### src/rtl/mem_access_unit_pkg.sv
// Shared definitions for the load/store sequencer: state encoding,
// error codes and byte-lane geometry.
package mem_access_unit_pkg;

    typedef enum logic [1:0] {
        S_IDLE   = 2'b00,
        S_ACCESS = 2'b01,
        S_DONE   = 2'b10,
        S_ERR    = 2'b11
    } state_t;

    localparam logic [1:0] ERR_NONE     = 2'b00;
    localparam logic [1:0] ERR_MISALIGN = 2'b01;
    localparam logic [1:0] ERR_CONFLICT = 2'b10;
    localparam logic [1:0] ERR_TIMEOUT  = 2'b11;

    localparam int LANE_W = 8;

endpackage

### src/rtl/mem_access_unit_byte_lane_align.sv
// Combinational byte-lane steering: lane enables and byte replication on the
// store path, lane select plus sign/zero extension on the load path.
module byte_lane_align
    import mem_access_unit_pkg::*;
(
    input  logic        st_byte,
    input  logic [1:0]  st_off,
    input  logic [31:0] st_data,
    output logic [3:0]  bus_be,
    output logic [31:0] bus_wdata,
    input  logic        ld_byte,
    input  logic        ld_sign,
    input  logic [1:0]  ld_off,
    input  logic [31:0] bus_rdata,
    output logic [31:0] ld_data
);

    logic [LANE_W-1:0] lane;

    always_comb begin
        // NOTE: every output gets a default first, so no path through the
        // block leaves it unassigned and no latch is inferred.
        bus_be    = 4'b1111;
        bus_wdata = st_data;
        ld_data   = bus_rdata;
        lane      = bus_rdata[ld_off*LANE_W +: LANE_W];
        if (st_byte) begin
            bus_be    = 4'b0001 << st_off;
            bus_wdata = {4{st_data[LANE_W-1:0]}};
        end
        if (ld_byte) begin
            ld_data = {{(32-LANE_W){ld_sign & lane[LANE_W-1]}}, lane};
        end
    end

endmodule

### src/rtl/mem_access_unit.sv
// Load/store sequencer: one word/byte access per request over a req/ack bus
// with wait states, timeout abort and a memory data register for write-back.
module mem_access_unit
    import mem_access_unit_pkg::*;
#(
    parameter int TIMEOUT = 16,
    parameter int TW      = 5
) (
    input  logic        clk,
    input  logic        rst,
    input  logic        req_rd,
    input  logic        req_wr,
    input  logic        byte_en,
    input  logic        sign_ext,
    input  logic [31:0] addr,
    input  logic [31:0] wdata,
    output logic [31:0] mdr,
    output logic        busy,
    output logic        done,
    output logic        err,
    output logic [1:0]  err_code,
    output logic        mem_req,
    output logic        mem_we,
    output logic [31:0] mem_addr,
    output logic [3:0]  mem_be,
    output logic [31:0] mem_wdata,
    input  logic        mem_ack,
    input  logic [31:0] mem_rdata
);

    state_t        state;
    logic [TW-1:0] wait_cnt;
    logic          lat_byte;
    logic          lat_sign;
    logic [1:0]    lat_off;
    logic [3:0]    st_be;
    logic [31:0]   st_wdata;
    logic [31:0]   ld_data;

    // Store path steers the incoming request; load path uses the latched access.
    byte_lane_align u_align (
        .st_byte   (byte_en),
        .st_off    (addr[1:0]),
        .st_data   (wdata),
        .bus_be    (st_be),
        .bus_wdata (st_wdata),
        .ld_byte   (lat_byte),
        .ld_sign   (lat_sign),
        .ld_off    (lat_off),
        .bus_rdata (mem_rdata),
        .ld_data   (ld_data)
    );

    always_ff @(posedge clk or posedge rst) begin
        if (rst) begin
            state     <= S_IDLE;
            wait_cnt  <= '0;
            lat_byte  <= 1'b0;
            lat_sign  <= 1'b0;
            lat_off   <= 2'b00;
            mdr       <= '0;
            busy      <= 1'b0;
            done      <= 1'b0;
            err       <= 1'b0;
            err_code  <= ERR_NONE;
            mem_req   <= 1'b0;
            mem_we    <= 1'b0;
            mem_addr  <= '0;
            mem_be    <= '0;
            mem_wdata <= '0;
        end else begin
            // NOTE: non-blocking assignments throughout, so every decision
            // below sees register values from before this edge.
            done <= 1'b0;
            err  <= 1'b0;
            case (state)
                S_IDLE: begin
                    if (req_rd && req_wr) begin
                        err      <= 1'b1;
                        err_code <= ERR_CONFLICT;
                        state    <= S_ERR;
                    end else if ((req_rd || req_wr) && !byte_en && (addr[1:0] != 2'b00)) begin
                        err      <= 1'b1;
                        err_code <= ERR_MISALIGN;
                        state    <= S_ERR;
                    end else if (req_rd || req_wr) begin
                        lat_byte  <= byte_en;
                        lat_sign  <= sign_ext;
                        lat_off   <= addr[1:0];
                        mem_addr  <= {addr[31:2], 2'b00};
                        mem_be    <= st_be;
                        mem_wdata <= st_wdata;
                        mem_we    <= req_wr;
                        mem_req   <= 1'b1;
                        busy      <= 1'b1;
                        wait_cnt  <= '0;
                        state     <= S_ACCESS;
                    end
                end
                S_ACCESS: begin
                    if (mem_ack) begin
                        if (!mem_we) mdr <= ld_data;
                        mem_req <= 1'b0;
                        mem_we  <= 1'b0;
                        busy    <= 1'b0;
                        done    <= 1'b1;
                        state   <= S_DONE;
                    end else if (wait_cnt == TW'(TIMEOUT - 1)) begin
                        // Abort: TIMEOUT request cycles have passed without an ack.
                        mem_req  <= 1'b0;
                        mem_we   <= 1'b0;
                        busy     <= 1'b0;
                        err      <= 1'b1;
                        err_code <= ERR_TIMEOUT;
                        state    <= S_ERR;
                    end else begin
                        wait_cnt <= wait_cnt + TW'(1);
                    end
                end
                S_DONE:  state <= S_IDLE;
                S_ERR:   state <= S_IDLE;
                default: state <= S_IDLE;
            endcase
        end
    end

endmodule

### config.mk
export PLATFORM = sky130hd
export DESIGN_NAME = mem_access_unit
export DESIGN_NICKNAME = d
export VERILOG_FILES = /design/src/rtl/mem_access_unit_pkg.sv /design/src/rtl/mem_access_unit_byte_lane_align.sv /design/src/rtl/mem_access_unit.sv
export SDC_FILE = /design/constraint.sdc
export NUM_CORES = 1
export LEC_CHECK = 0
export BUFFER_PORTS_ARGS = -buffer_cell sky130_fd_sc_hd__buf_4
export CAP_MARGIN = 20
export CORE_MARGIN = 2
export CORE_UTILIZATION = 52
export CTS_CLUSTER_DIAMETER = 30
export DETAILED_ROUTE_END_ITERATION = 8
export PLACE_DENSITY = 0.86
export SETUP_SLACK_MARGIN = 0.05
export SYNTH_ARGS = -nofsm -noshare
export SYNTH_HDL_FRONTEND = slang
export SYNTH_SLANG_ARGS = --single-unit
### constraint.sdc
create_clock -name clk -period 10.6 [get_ports clk]
set_clock_uncertainty 0.05 [all_clocks]
set_input_delay 1.59 -clock clk [delete_from_list [all_inputs] [get_ports clk]]
set_output_delay 1.59 -clock clk [all_outputs]
set_load 0.01 [all_outputs]
Word level (Yosys, flattened, before mapping)

Cells that the tools add are included.
W data, S select, Z words.

Register bits: 115
Bits of input ports: 103
Logic and storage cells: 85

Add/sub/neg operators: 1
Equal/unequal tests: 13
Shifts and indexed selects: 2
Multiplexer cells: 36
Bitwise gates (word level): 4
Reduce and logical (&&, ||, !) cells: 15

Operators by type and width:

| operator              | count |
|---|---|
| $mux W32              | 2 |
| $shiftx A32 B6 Y8     | 1 |
| $mux W5               | 5 |
| $mux W2               | 8 |
| $mux W1               | 14 |
| $ne A2 B2 Y1 const B  | 6 |
| $pmux W5 S2           | 1 |
| $reduce_and A4 Y1     | 2 |
| $ne A3 B3 Y1 const B  | 2 |
| $pmux W1 S2           | 3 |
| $pmux W2 S3           | 1 |
| $reduce_and A6 Y1     | 1 |
| $add A5 B1 Y5 const B | 1 |
| $eq A5 B4 Y1 const B  | 1 |
| $reduce_and A5 Y1     | 1 |
| $eq A2 B2 Y1 const B  | 2 |
| $mux W4               | 1 |
| $ne A4 B4 Y1 const B  | 1 |
| $pmux W2 S2           | 1 |
| $reduce_bool A2 Y1    | 2 |
| $shl A1 B2 Y4 const A | 1 |
| $logic_and A1 B1 Y1   | 3 |
| $not A1 Y1            | 3 |
| $reduce_and A3 Y1     | 1 |
| 7 further kinds       | 7 |

Depth between registers and ports, before layout

Gate-level depths: netlist of the first run.

Depth in word-level cells: 6
Mapped depth: 7
Gate-level depth less buffers: 7

Hierarchy

A second synthesis of the first run with hierarchy kept.

Cell total of the unflattened synthesis: 477
Area total of the unflattened synthesis: 5581.6 sq um

Modules (own cells, without submodules):

| module          | times used | cells each | area each (sq um) |
|---|---|---|---|
| mem_access_unit | 1          | 299        | 4561.9 |
| byte_lane_align | 1          | 178        | 1019.7 |

Least setup slack after synthesis of the first run

Ideal clock, no wire load.

Path kind: input-to-reg
From: input req_wr
To: register mem_addr[23]
Setup time: 0.125 ns
Arrival: 2.641 ns
Slack: 7.785 ns
Cell stages on the path: 4
Buffers on the path: 1
Cell sequence: or2_2 -> nand4_2 -> buf_2 -> mux2_2

Cells in the longest elaborated chain, start to end: 5
Elaborated cells on any way between the ends: 7
Those cells by class: bitwise (2); reduce/logical (5)

RTL lines:

| element                           | line                                         | text |
|---|---|---|
| start: declaration                | mem_access_unit.sv:12                        | `input logic req_wr,` |
| $logic_or A1 B1 Y1                | mem_access_unit.sv:82, mem_access_unit.sv:86 |  |
| $logic_and A1 B1 Y1 (2 in series) | mem_access_unit.sv:82                        | `end else if ((req_rd \|\| req_wr) && !byte_en && (addr[1:0] != 2'b00)) begin` |
| $not A1 Y1 (no line)              | -                                            |  |
| $reduce_and A4 Y1 (no line) *     | -                                            |  |
| end signal: assignment            | mem_access_unit.sv:90                        | `mem_addr <= {addr[31:2], 2'b00};` |
| end: declaration                  | mem_access_unit.sv:24                        | `output logic [31:0] mem_addr,` |

Every way passes the cells marked *; elsewhere a longest branch is shown, timed or not.
A chain may end at the register's enable or synchronous reset.

Worst setup path in the final report of the first run

From: input byte_en
To: register mem_wdata[2]

Cells in the longest elaborated chain, start to end: 5

RTL lines:

| element                           | line                  | text |
|---|---|---|
| start: declaration                | mem_access_unit.sv:13 | `input logic byte_en,` |
| $logic_not A1 Y1                  | mem_access_unit.sv:82 |  |
| $logic_and A1 B1 Y1 (2 in series) | mem_access_unit.sv:82 |  |
| $not A1 Y1 (no line)              | -                     |  |
| $reduce_and A4 Y1 (no line)       | -                     |  |
| end signal: assignment            | mem_access_unit.sv:92 | `mem_wdata <= st_wdata;` |
| end: declaration                  | mem_access_unit.sv:26 | `output logic [31:0] mem_wdata,` |

Every way passes these cells.

==> metrics.yaml, run 1 <==
outcome:
  outcome: "finished, final reports clean"
clocking:
  cts_buffer_depth: 2
  cts_buffers: 17
  cts.clk_slew.worst_paths_ns: 0.05
  root_buffer: "clkbuf_8"
  cts_resized: 0
  holdBufCountCts: 0
  cts.sinks: 115
  post_cts_buffers: 0
  htreeDepth: 4
  cts_tree: "yes"
  worstSkewPairLatency_ns: 0.51
global_routing:
  grt_pass1_wl_mm: 19.3
  globalRouteTotalUtil: 0.241
  antenna_found_initial: 0
  grt_overflow: 0
  grt_pass1_vias: 3999
  grt_max_degree: 79
finish:
  multiInputGateArea_um2: 2040
  finalNetCount: 744
  instances_no_fill: 783
  drive_gt1_frac: 0.395
  seq_area_um2: 2880
  antennaDiodeCount: 0
  nFillCells: 653
  final_area_um2: 7310
  syn2layout_area_growth_pct: 44.0
placement:
  gp_congestion: 0.850
  hpwl_mm: 9.25
  placed_area_um2: 6680
  io_buffers: 207
  placed_cells: 752
  post-place-ws_ns: 6.75
detailed_routing:
  wl_met2_mm: 6.47
  wl_met1_mm: 4.99
  routedWlPerCell_um: 16.4
  viasPerCell: 5.22
  drcViolationCount: 0
  drtIter0Drc: 157
  drt_pass1_iterations: 4
  dr_wl_met3_mm: 1.21
  wirelength_mm: 12.8
  top_layer: "met4"
  vias: 4088
  ant_nets: 0
synth:
  synthArstFlopShare: 1.00
  synth.distinct_cells: 41
  yosysTopAreaCellShare: 0.567
  ys_warn_count: 0
  syn_area_um2: 5080
  netlist_instances: 437
  synth-xor-area-share: 0
  synth.yosys.seq_area_share: 0.567
  synth_compound_area_frac: 0.112
  synth_top_cell_by_area: "dfrtp_1"
  synth-edff-count: 0
  syn_avg_cell_area_um2: 11.6
  ys_top_cells_by_area: "dfrtp_1, mux2_1, mux2i_1"
  synthSimpleGateAreaFrac: 0.112
  synth_top_family_by_area: "multiplexers"
  ys_seq_elements: 115
  muxShareOfSynthArea: 0.167
  synthAdderAreaFrac: 0.00739
  synth_top_flop_cell: "dfrtp_1"
pwr:
  p_total_mw: 2.28
  p_per_area_nw_per_um2: 311
  p_leak_nw: 3.60
  vdd_drop_max_mv: 0.176
floorplan:
  coreArea_um2: 9640
  die_h_um: 103
  start_util: 0.527
  die_area_um2: 10600
  die_w_um: 103
  io_pins: 210
  num_rows: 36
timing:
  fin_crit_ns: 3.30
  relSlewSlack: 0.305
  tightest_slew_ns: 1.04
  slew_violations: 0
  fin_ws_ns: 7.30
  post-route-period-util: 0.312
  hold_violations: 0
  fmax_ghz: 0.303
  tns_ns: 0
  rsz0062_at_grt: "false"
  setup_violations: 0
worst_setup_path:
  required_ns: 10.94
  crit_path_max_fanout: 77
  critPathKind: "in -> reg"
  start_kind: "primary input"
  crit_arrival_ns: 3.64
  end_kind: "flip-flop"
worst_hold_path:
  hp-class: "reg -> reg"
run:
  cap_violations: 0
per-stage QoR:
| stage | util | hold slack, ns |
|---|---|---|
| 3_5_place_dp | 0.693 | 0.422 |
| 4_1_cts | 0.759 | 0.437 |
| 6_report | 0.759 | 0.431 |
| 3_3_place_gp | 0.693 | 0.413 |
| 2_1_floorplan | - | 0.399 |
| 5_1_grt | 0.759 | 0.446 |
placed cells by master (no fill, tap or decap), drive strengths merged, types with 2 or more instances in the layout:
| master | instances |
|---|---|
| buf | 209 |
| dfrtp | 115 |
| mux2 | 45 |
| nand2 | 40 |
| o21ai | 38 |
| mux2i | 32 |
| nor2 | 32 |
| nand2b | 28 |
| a21oi | 27 |
| clkbuf | 23 |
| nor2b | 7 |
| a21o | 6 |
| inv | 6 |
| a221o | 5 |
| bufinv | 4 |
| nand3 | 3 |
| ha | 3 |
| clkinvlp | 3 |
| a211oi | 2 |
| a311oi | 2 |
| a221oi | 2 |
| conb | 2 |
| or2 | 2 |
report_power, final:
| part | total [mW] | switching, mW | internal, mW |
|---|---|---|---|
| clock network | 0.602 | 0.191 | 0.411 |
| registers | 0.813 | 0.158 | 0.655 |
| logic | 0.862 | 0.409 | 0.453 |
metal layers:
layer,up-vias,track usage
li1,1923,-
met1,1971,0.284
met2,180,0.409
met3,14,0.0963
met4,0,0.0719
met5,-,0
layout make-up:
class / instances / share of cell area
Clock buffer: 23 / 0.0666
Inverter: 6 / 0.00342
Timing Repair Buffer: 209 / 0.215
Tap cell: 133 / 0.0228
Clock inverter: 8 / 0.0202
Sequential cell: 115 / 0.394
Multi-Input combinational cell: 289 / 0.279
cells in the mapped netlist (7+ instances only):
cell type  instances
nand2_1           40
nor2_1            31
mux2i_1           32
mux2_1            38
nor2b_1            7
nand2b_1          28
a21oi_1           27
o21ai_0           37
clkbuf_1          13
mux2_2             7
buf_2              8
dfrtp_1          115
critical path: stages:
cell and delay [ns]:
buf_4 0.38, o21bai_2 0.28, nand4_4 0.43, buf_4 0.50
mux2_1 0.42
state kept, by name, indices dropped and copies added, names as in the netlist:
register / flops
lat_off: 2
mem_be: 4
err: 1
mem_addr: 30
lat_sign: 1
err_code: 2
mem_we: 1
mem_wdata: 32
done: 1
lat_byte: 1
mdr: 32
mem_req: 1
wait_cnt: 5
state: 2
path summary, 6_finish.rpt:
kind                            depth (start not counted)  slack [ns]       endpoint           from
worst min register to register                          2        0.43  mem_wdata[27]  mem_wdata[27]
worst max-delay path                                    5        7.30   mem_wdata[2]        byte_en
worst min-delay path                                    2        0.43  mem_wdata[27]  mem_wdata[27]
worst max register to register                          4        8.27   mem_wdata[2]       state[0]
max in group asynchronous                               3        8.07   mem_addr[30]            rst
min in group asynchronous                               2        1.05   mem_addr[21]            rst
logic make-up after synthesis:
group           count (synthesis)
other cells                     1
mux                            78
compound gates                 88
buf+inv                        34
fa+ha+maj                       3
simple gates                  118
flops                         115
(Power assumes the default switching activity.)
==> inputs of run 2 (changes only) <==
- CORE_UTILIZATION: 52 -> 44
- PLACE_DENSITY: 0.86 -> 0.77
- clock period: 10.6 -> 3 ns (I/O delays scaled with it)
==> metrics.yaml, run 2 (same netlist as run 1, synthesis figures left out) <==
detailed_routing:
  drt_pass1_iterations: 5  # was 4
  viasPerCell: 5.13  # was 5.22
  ant_nets: 0  # unchanged
  wirelength_mm: 13.2  # was 12.8 mm
  vias: 4087  # was 4,088
  drcViolationCount: 0  # unchanged
  routedWlPerCell_um: 16.6  # was 16.4 um
  drtIter0Drc: 311  # was 157
global_routing:
  gr-usage-met1: 0.265  # was 0.284
  globalRouteTotalUtil: 0.219  # was 0.241
  met3_usage: 0.0876  # was 0.0963
  antenna_found_initial: 0  # unchanged
  grt.busiest_layer: "met2"  # unchanged
  grt_max_degree: 61  # was 79
  grt_pass1_wl_mm: 21.5  # was 19.3 mm
  grtUsageMet2: 0.352  # was 0.409
  grt_pass1_vias: 4292  # was 3,999
  grt_overflow: 0  # unchanged
worst_setup_path:
  worst-r2r-cell-count: 7  # was 4
  crit_path_max_fanout: 7  # was 77
  required_ns: 3.22  # was 10.94 ns
  start_kind: "flip-flop"  # was primary input
  regToRegStartpoint: "wait_cnt[0]"  # was state[0]
  r2r_slack_ns: 0.62  # was 8.27 ns
  critPathKind: "reg -> reg"  # was in -> reg
  crit_arrival_ns: 2.61  # was 3.64 ns
  rr_endpoint: "wait_cnt[2]"  # was mem_wdata[2]
  end_kind: "flip-flop"  # unchanged
clocking:
  post_cts_buffers: 0  # unchanged
  cts_tree: "yes"  # unchanged
  cts.clk_slew.worst_paths_ns: 0.05  # about the same
  root_buffer: "clkbuf_16"  # was clkbuf_8
  holdBufCountCts: 0  # unchanged
  cts_buffers: 17  # unchanged
  cts.sinks: 115  # unchanged
  worstSkewPairLatency_ns: 0.40  # was 0.51 ns
  htreeDepth: 4  # unchanged
  cts_buffer_depth: 2  # unchanged
  cts_resized: 0  # unchanged
finish:
  reg.largest.list: "mdr: 32 flops, mem_wdata: 32 flops, mem_addr: 30 flops"  # unchanged
  layout_commonest_cell: "buf_4"  # unchanged
  seq_area_um2: 2880  # unchanged
  drive_gt1_frac: 0.396  # was 0.395
  multiInputGateArea_um2: 2040  # unchanged
  instances_no_fill: 797  # was 783
  finalNetCount: 749  # was 744
  nFillCells: 888  # was 653
  syn2layout_area_growth_pct: 43.8  # was 44.0%
  antennaDiodeCount: 0  # unchanged
  final_cell_mix: "buf_4, dfrtp_1, nand2_1"  # unchanged
floorplan:
  die_area_um2: 12400  # was 10,600 um2
  die_w_um: 111  # was 103 um
  coreArea_um2: 11300  # was 9640 um2
  start_util: 0.448  # was 0.527
  num_rows: 39  # was 36
  io_pins: 210  # unchanged
  die_h_um: 111  # was 103 um
timing:
  fin_crit_ns: 2.38
  whs_ns: 0.173  # was 0.431 ns
  fmax_ghz: 0.419
  relSlewSlack: 0.416  # was 0.305
  tns_ns: 0  # unchanged
  tightest_slew_ns: 0.874  # was 1.04 ns
  hold_violations: 0  # unchanged
  rsz0062_at_grt: "false"  # unchanged
  fin_ws_ns: 0.615  # was 7.30 ns
  slew_violations: 0  # unchanged
  setup_violations: 0  # unchanged
  post-route-period-util: 0.795
placement:
  post-place-ws_ns: 0.674  # was 6.75 ns
  io_buffers: 207  # unchanged
  gp_congestion: 0.865  # was 0.850
  hpwl_mm: 9.52  # was 9.25 mm
  placed_cells: 767  # was 752
pwr:
  vdd_drop_max_mv: 0.632  # was 0.176 mV
  p_leak_nw: 3.60  # about the same
  p_per_area_nw_per_um2: 1070  # was 311 nW/um2
worst_hold_path:
  hp-class: "in -> async"  # was reg -> reg
run:
  cap_violations: 0  # unchanged
outcome:
  outcome: "finished, final reports clean"  # unchanged
-- run 2: cell types whose count changed in the layout (fill, tap and decap cells not counted), sizes merged --
| cell | previous run | this run |
|---|---|---|
| inv | 6 | 5 |
| clkinv | 1 | 4 |
| buf | 209 | 214 |
| bufinv | 4 | 1 |
| clkinvlp | 3 | 1 |
| clkbuf | 23 | 25 |
-- run 2: worst max-delay path by stage --
stage | slack [ns] | to | from
after detailed placement | 0.67 | wait_cnt[2] | wait_cnt[0]
after floorplan | 0.96 | wait_cnt[0] | wait_cnt[0]
after global placement | 0.84 | wait_cnt[0] | wait_cnt[0]
after global routing | 0.59 | wait_cnt[2] | wait_cnt[0]
final | 0.62 | wait_cnt[2] | wait_cnt[0]
after CTS | 0.68 | wait_cnt[2] | wait_cnt[0]
-- run 2: layout make-up --
class                   count  share of cell area
clock inverters             5             0.00686
repair buffers            214               0.222
inverters                   6             0.00360
well taps                 143              0.0245
flip-flops and latches    115               0.394
multi-input cells         289               0.279
clock buffers              25              0.0693
-- run 2: layer usage --
| metal | up-vias | part of all wire | routed length [um] |
|---|---|---|---|
| li1 | 1922 | - | - |
| met3 | 24 | 0.098 | 1290 |
| met1 | 1948 | 0.41 | 5380 |
| met5 | - | 0 | 0 |
| met4 | 0 | 0.017 | 223 |
| met2 | 193 | 0.48 | 6320 |
-- run 2: where the power goes --
group | internal, mW | leakage, nW | switching, mW | total, mW
sequential | 2.32 | 1.38 | 0.548 | 2.86
combinational | 1.61 | 1.94 | 1.44 | 3.05
clock | 1.23 | 0.279 | 0.645 | 1.88
total | 5.16 | 3.60 | 2.64 | 7.80
-- run 2: through the flow --
stage / util / instance area [um2] / total power, mW
floorplan: - / 5080 / 4.39
global placement: 0.595 / 6740 / 5.84
detailed placement: 0.595 / 6740 / 5.96
CTS: 0.645 / 7300 / 7.88
global route: 0.645 / 7300 / 8.29
finish: 0.645 / 7300 / 7.80
-- run 2: critical path, cell delays in order, from the launching register on --
cell,delay [ns]
dfrtp_1,0.41
ha_1,0.25
and3_1,0.22
ha_1,0.21
nor4b_1,0.58
a41oi_2,0.18
o21ai_0,0.25
o21ai_0,0.11
==> inputs of run 3 (changes only) <==
- clock period: 3 -> 1.9 ns (I/O delays scaled with it)
==> metrics.yaml, run 3 (same netlist as run 1, synthesis figures left out) <==
timing:
  fin_crit_ns: 1.88  # was 2.38 ns
  tns_ns: 0  # unchanged
  whs_ns: 0.0249  # was 0.173 ns
  hold_violations: 0  # unchanged
  relSlewSlack: 0.592  # was 0.416
  rsz0062_at_grt: "true"  # was false
  fmax_ghz: 0.531  # was 0.419 GHz
  fin_ws_ns: 0.0180  # was 0.615 ns
  setup_violations: 0  # unchanged
  slew_violations: 0  # unchanged
  tightest_slew_ns: 0.611  # was 0.874 ns
  post-route-period-util: 0.991  # was 0.795
global_routing:
  grt_max_degree: 116  # was 61
  grt_overflow: 0  # unchanged
  grt_pass1_wl_mm: 21.7  # was 21.5 mm
  globalRouteTotalUtil: 0.221  # was 0.219
  antenna_found_initial: 0  # unchanged
  grt_pass1_vias: 4290  # was 4,292
worst_setup_path:
  required_ns: 2.12  # was 3.22 ns
  critPathKind: "reg -> reg"  # unchanged
  critical_path.top_delay_family: "simple AND/OR/NAND/NOR gates"  # unchanged
  start_kind: "flip-flop"  # unchanged
  worst_path_max_delay_cell: "dfrtp_1"  # was nor4b_1
  crit_path_max_fanout: 7  # unchanged
  crit_buf_inv: 0  # unchanged
  crit_chain: "ha_4 -> and3_4 -> ha_4 -> nor4b_4 -> a41oi_4 -> o21ai_1 -> o21ai_1"  # was ha_1 -> and3_1 -> ha_1 -> nor4b_1 -> a41oi_2 -> o21ai_0 -> o21ai_0
  end_kind: "flip-flop"  # unchanged
  crit_arrival_ns: 2.10  # was 2.61 ns
  slowest_delay_ns: 0.41  # was 0.58 ns
detailed_routing:
  routedWlPerCell_um: 16.8  # was 16.6 um
  ant_nets: 0  # unchanged
  wirelength_mm: 13.7  # was 13.2 mm
  viasPerCell: 5.12  # was 5.13
  drtIter0Drc: 186  # was 311
  vias: 4160  # was 4,087
  drcViolationCount: 0  # unchanged
  drt_pass1_iterations: 4  # was 5
worst_hold_path:
  hp-class: "in -> async"  # unchanged
pwr:
  vdd_drop_max_mv: 0.969  # was 0.632 mV
  p_total_mw: 12.9  # was 7.80 mW
  p_per_area_nw_per_um2: 1710  # was 1070 nW/um2
  p_leak_nw: 3.72  # was 3.60 nW
clocking:
  htreeDepth: 4  # unchanged
  root_buffer: "clkbuf_16"  # unchanged
  cts.clk_slew.worst_paths_ns: 0.05  # about the same
  worstSkewPairLatency_ns: 0.40  # about the same
  cts_buffers: 17  # unchanged
  cts_tree: "yes"  # unchanged
  cts_buffer_depth: 2  # unchanged
  cts.sinks: 115  # unchanged
  holdBufCountCts: 0  # unchanged
floorplan:
  die_area_um2: 12400  # unchanged
  coreArea_um2: 11300  # unchanged
  io_pins: 210  # unchanged
  start_util: 0.448  # unchanged
  num_rows: 39  # unchanged
  die_h_um: 111  # unchanged
  die_w_um: 111  # unchanged
placement:
  placed_area_um2: 6850  # was 6740 um2
  gp_congestion: 0.828  # was 0.865
  hpwl_mm: 9.72  # was 9.52 mm
  placed_cells: 775  # was 767
  post-place-ws_ns: -0.0575  # was 0.674 ns
  io_buffers: 207  # unchanged
run:
  cap_violations: 0  # unchanged
finish:
  utilization: 0.667  # was 0.645
  antennaDiodeCount: 0  # unchanged
  syn2layout_area_growth_pct: 48.8  # was 43.8%
  final_cell_mix: "buf_4, dfrtp_1, nand2_1"  # unchanged
  instances_no_fill: 812  # was 797
  finalNetCount: 762  # was 749
  drive_gt1_frac: 0.419  # was 0.396
  reg.largest.list: "mdr: 32 flops, mem_wdata: 32 flops, mem_addr: 30 flops"  # unchanged
  layout_commonest_cell: "buf_4"  # unchanged
  final_area_um2: 7550  # was 7300 um2
outcome:
  outcome: "finished, final reports clean"  # unchanged
==> run 3: cell types whose count changed in the layout (fill, tap and decap cells not counted), sizes merged <==
cell,previous run,this run
buf,214,227
clkinv,4,5
clkbuf,25,23
bufinv,1,3
clkinvlp,1,2
==> run 3: power breakdown <==
group	switching, mW	internal, mW	leakage, nW
clock network	1.07	2.19	0.303
logic	2.44	2.77	2.03
registers	0.802	3.66	1.38
total	4.31	8.62	3.72
==> run 3: path summary, 6_finish.rpt <==
check / start / slack, ns / to / cells past startpoint
hold / removal: rst / 0.02 / mem_addr[17] / 3
setup reg to reg: wait_cnt[1] / 0.02 / wait_cnt[2] / 7
setup / recovery: wait_cnt[1] / 0.02 / wait_cnt[2] / 7
min in group clk: addr[9] / 0.04 / mem_addr[9] / 2
max in group asynchronous: rst / 1.32 / mem_be[0] / 3
hold reg to reg: mem_be[2] / 0.43 / mem_be[2] / 1
==> run 3: worst register-to-register path, delay by kind of cell, from the launching register on <==
| family | cells | cell delay, ns |
|---|---|---|
| AOI/OAI and AO/OA | 3 | 0.43 |
| adders and majority gates | 2 | 0.35 |
| DFF | 1 | 0.41 |
| and+or+nand+nor | 2 | 0.51 |
==> run 3: metal layers <==
| layer | share of wire | global-route usage | up-vias |
|---|---|---|---|
| met2 | 0.50 | 0.368 | 187 |
| met3 | 0.089 | 0.0860 | 15 |
| met1 | 0.40 | 0.269 | 2014 |
| met4 | 0.012 | 0.0650 | 0 |
| li1 | - | - | 1944 |
| met5 | 0 | 0 | - |
==> run 3: layout make-up <==
class	instances	area [um2]
fill	882	3770
multi-input combinational	289	2100
clock inverter	9	126
sequential	115	2880
inverter	6	26.3
clock buffer	23	488
timing repair buffer	227	1750
tap	143	179
==> run 3: timing repair <==
action,in CTS,in global routing
endpoints found under the setup margin,4,5
resized for setup,7,3
pin swaps,2,4
buffers inserted,2,4
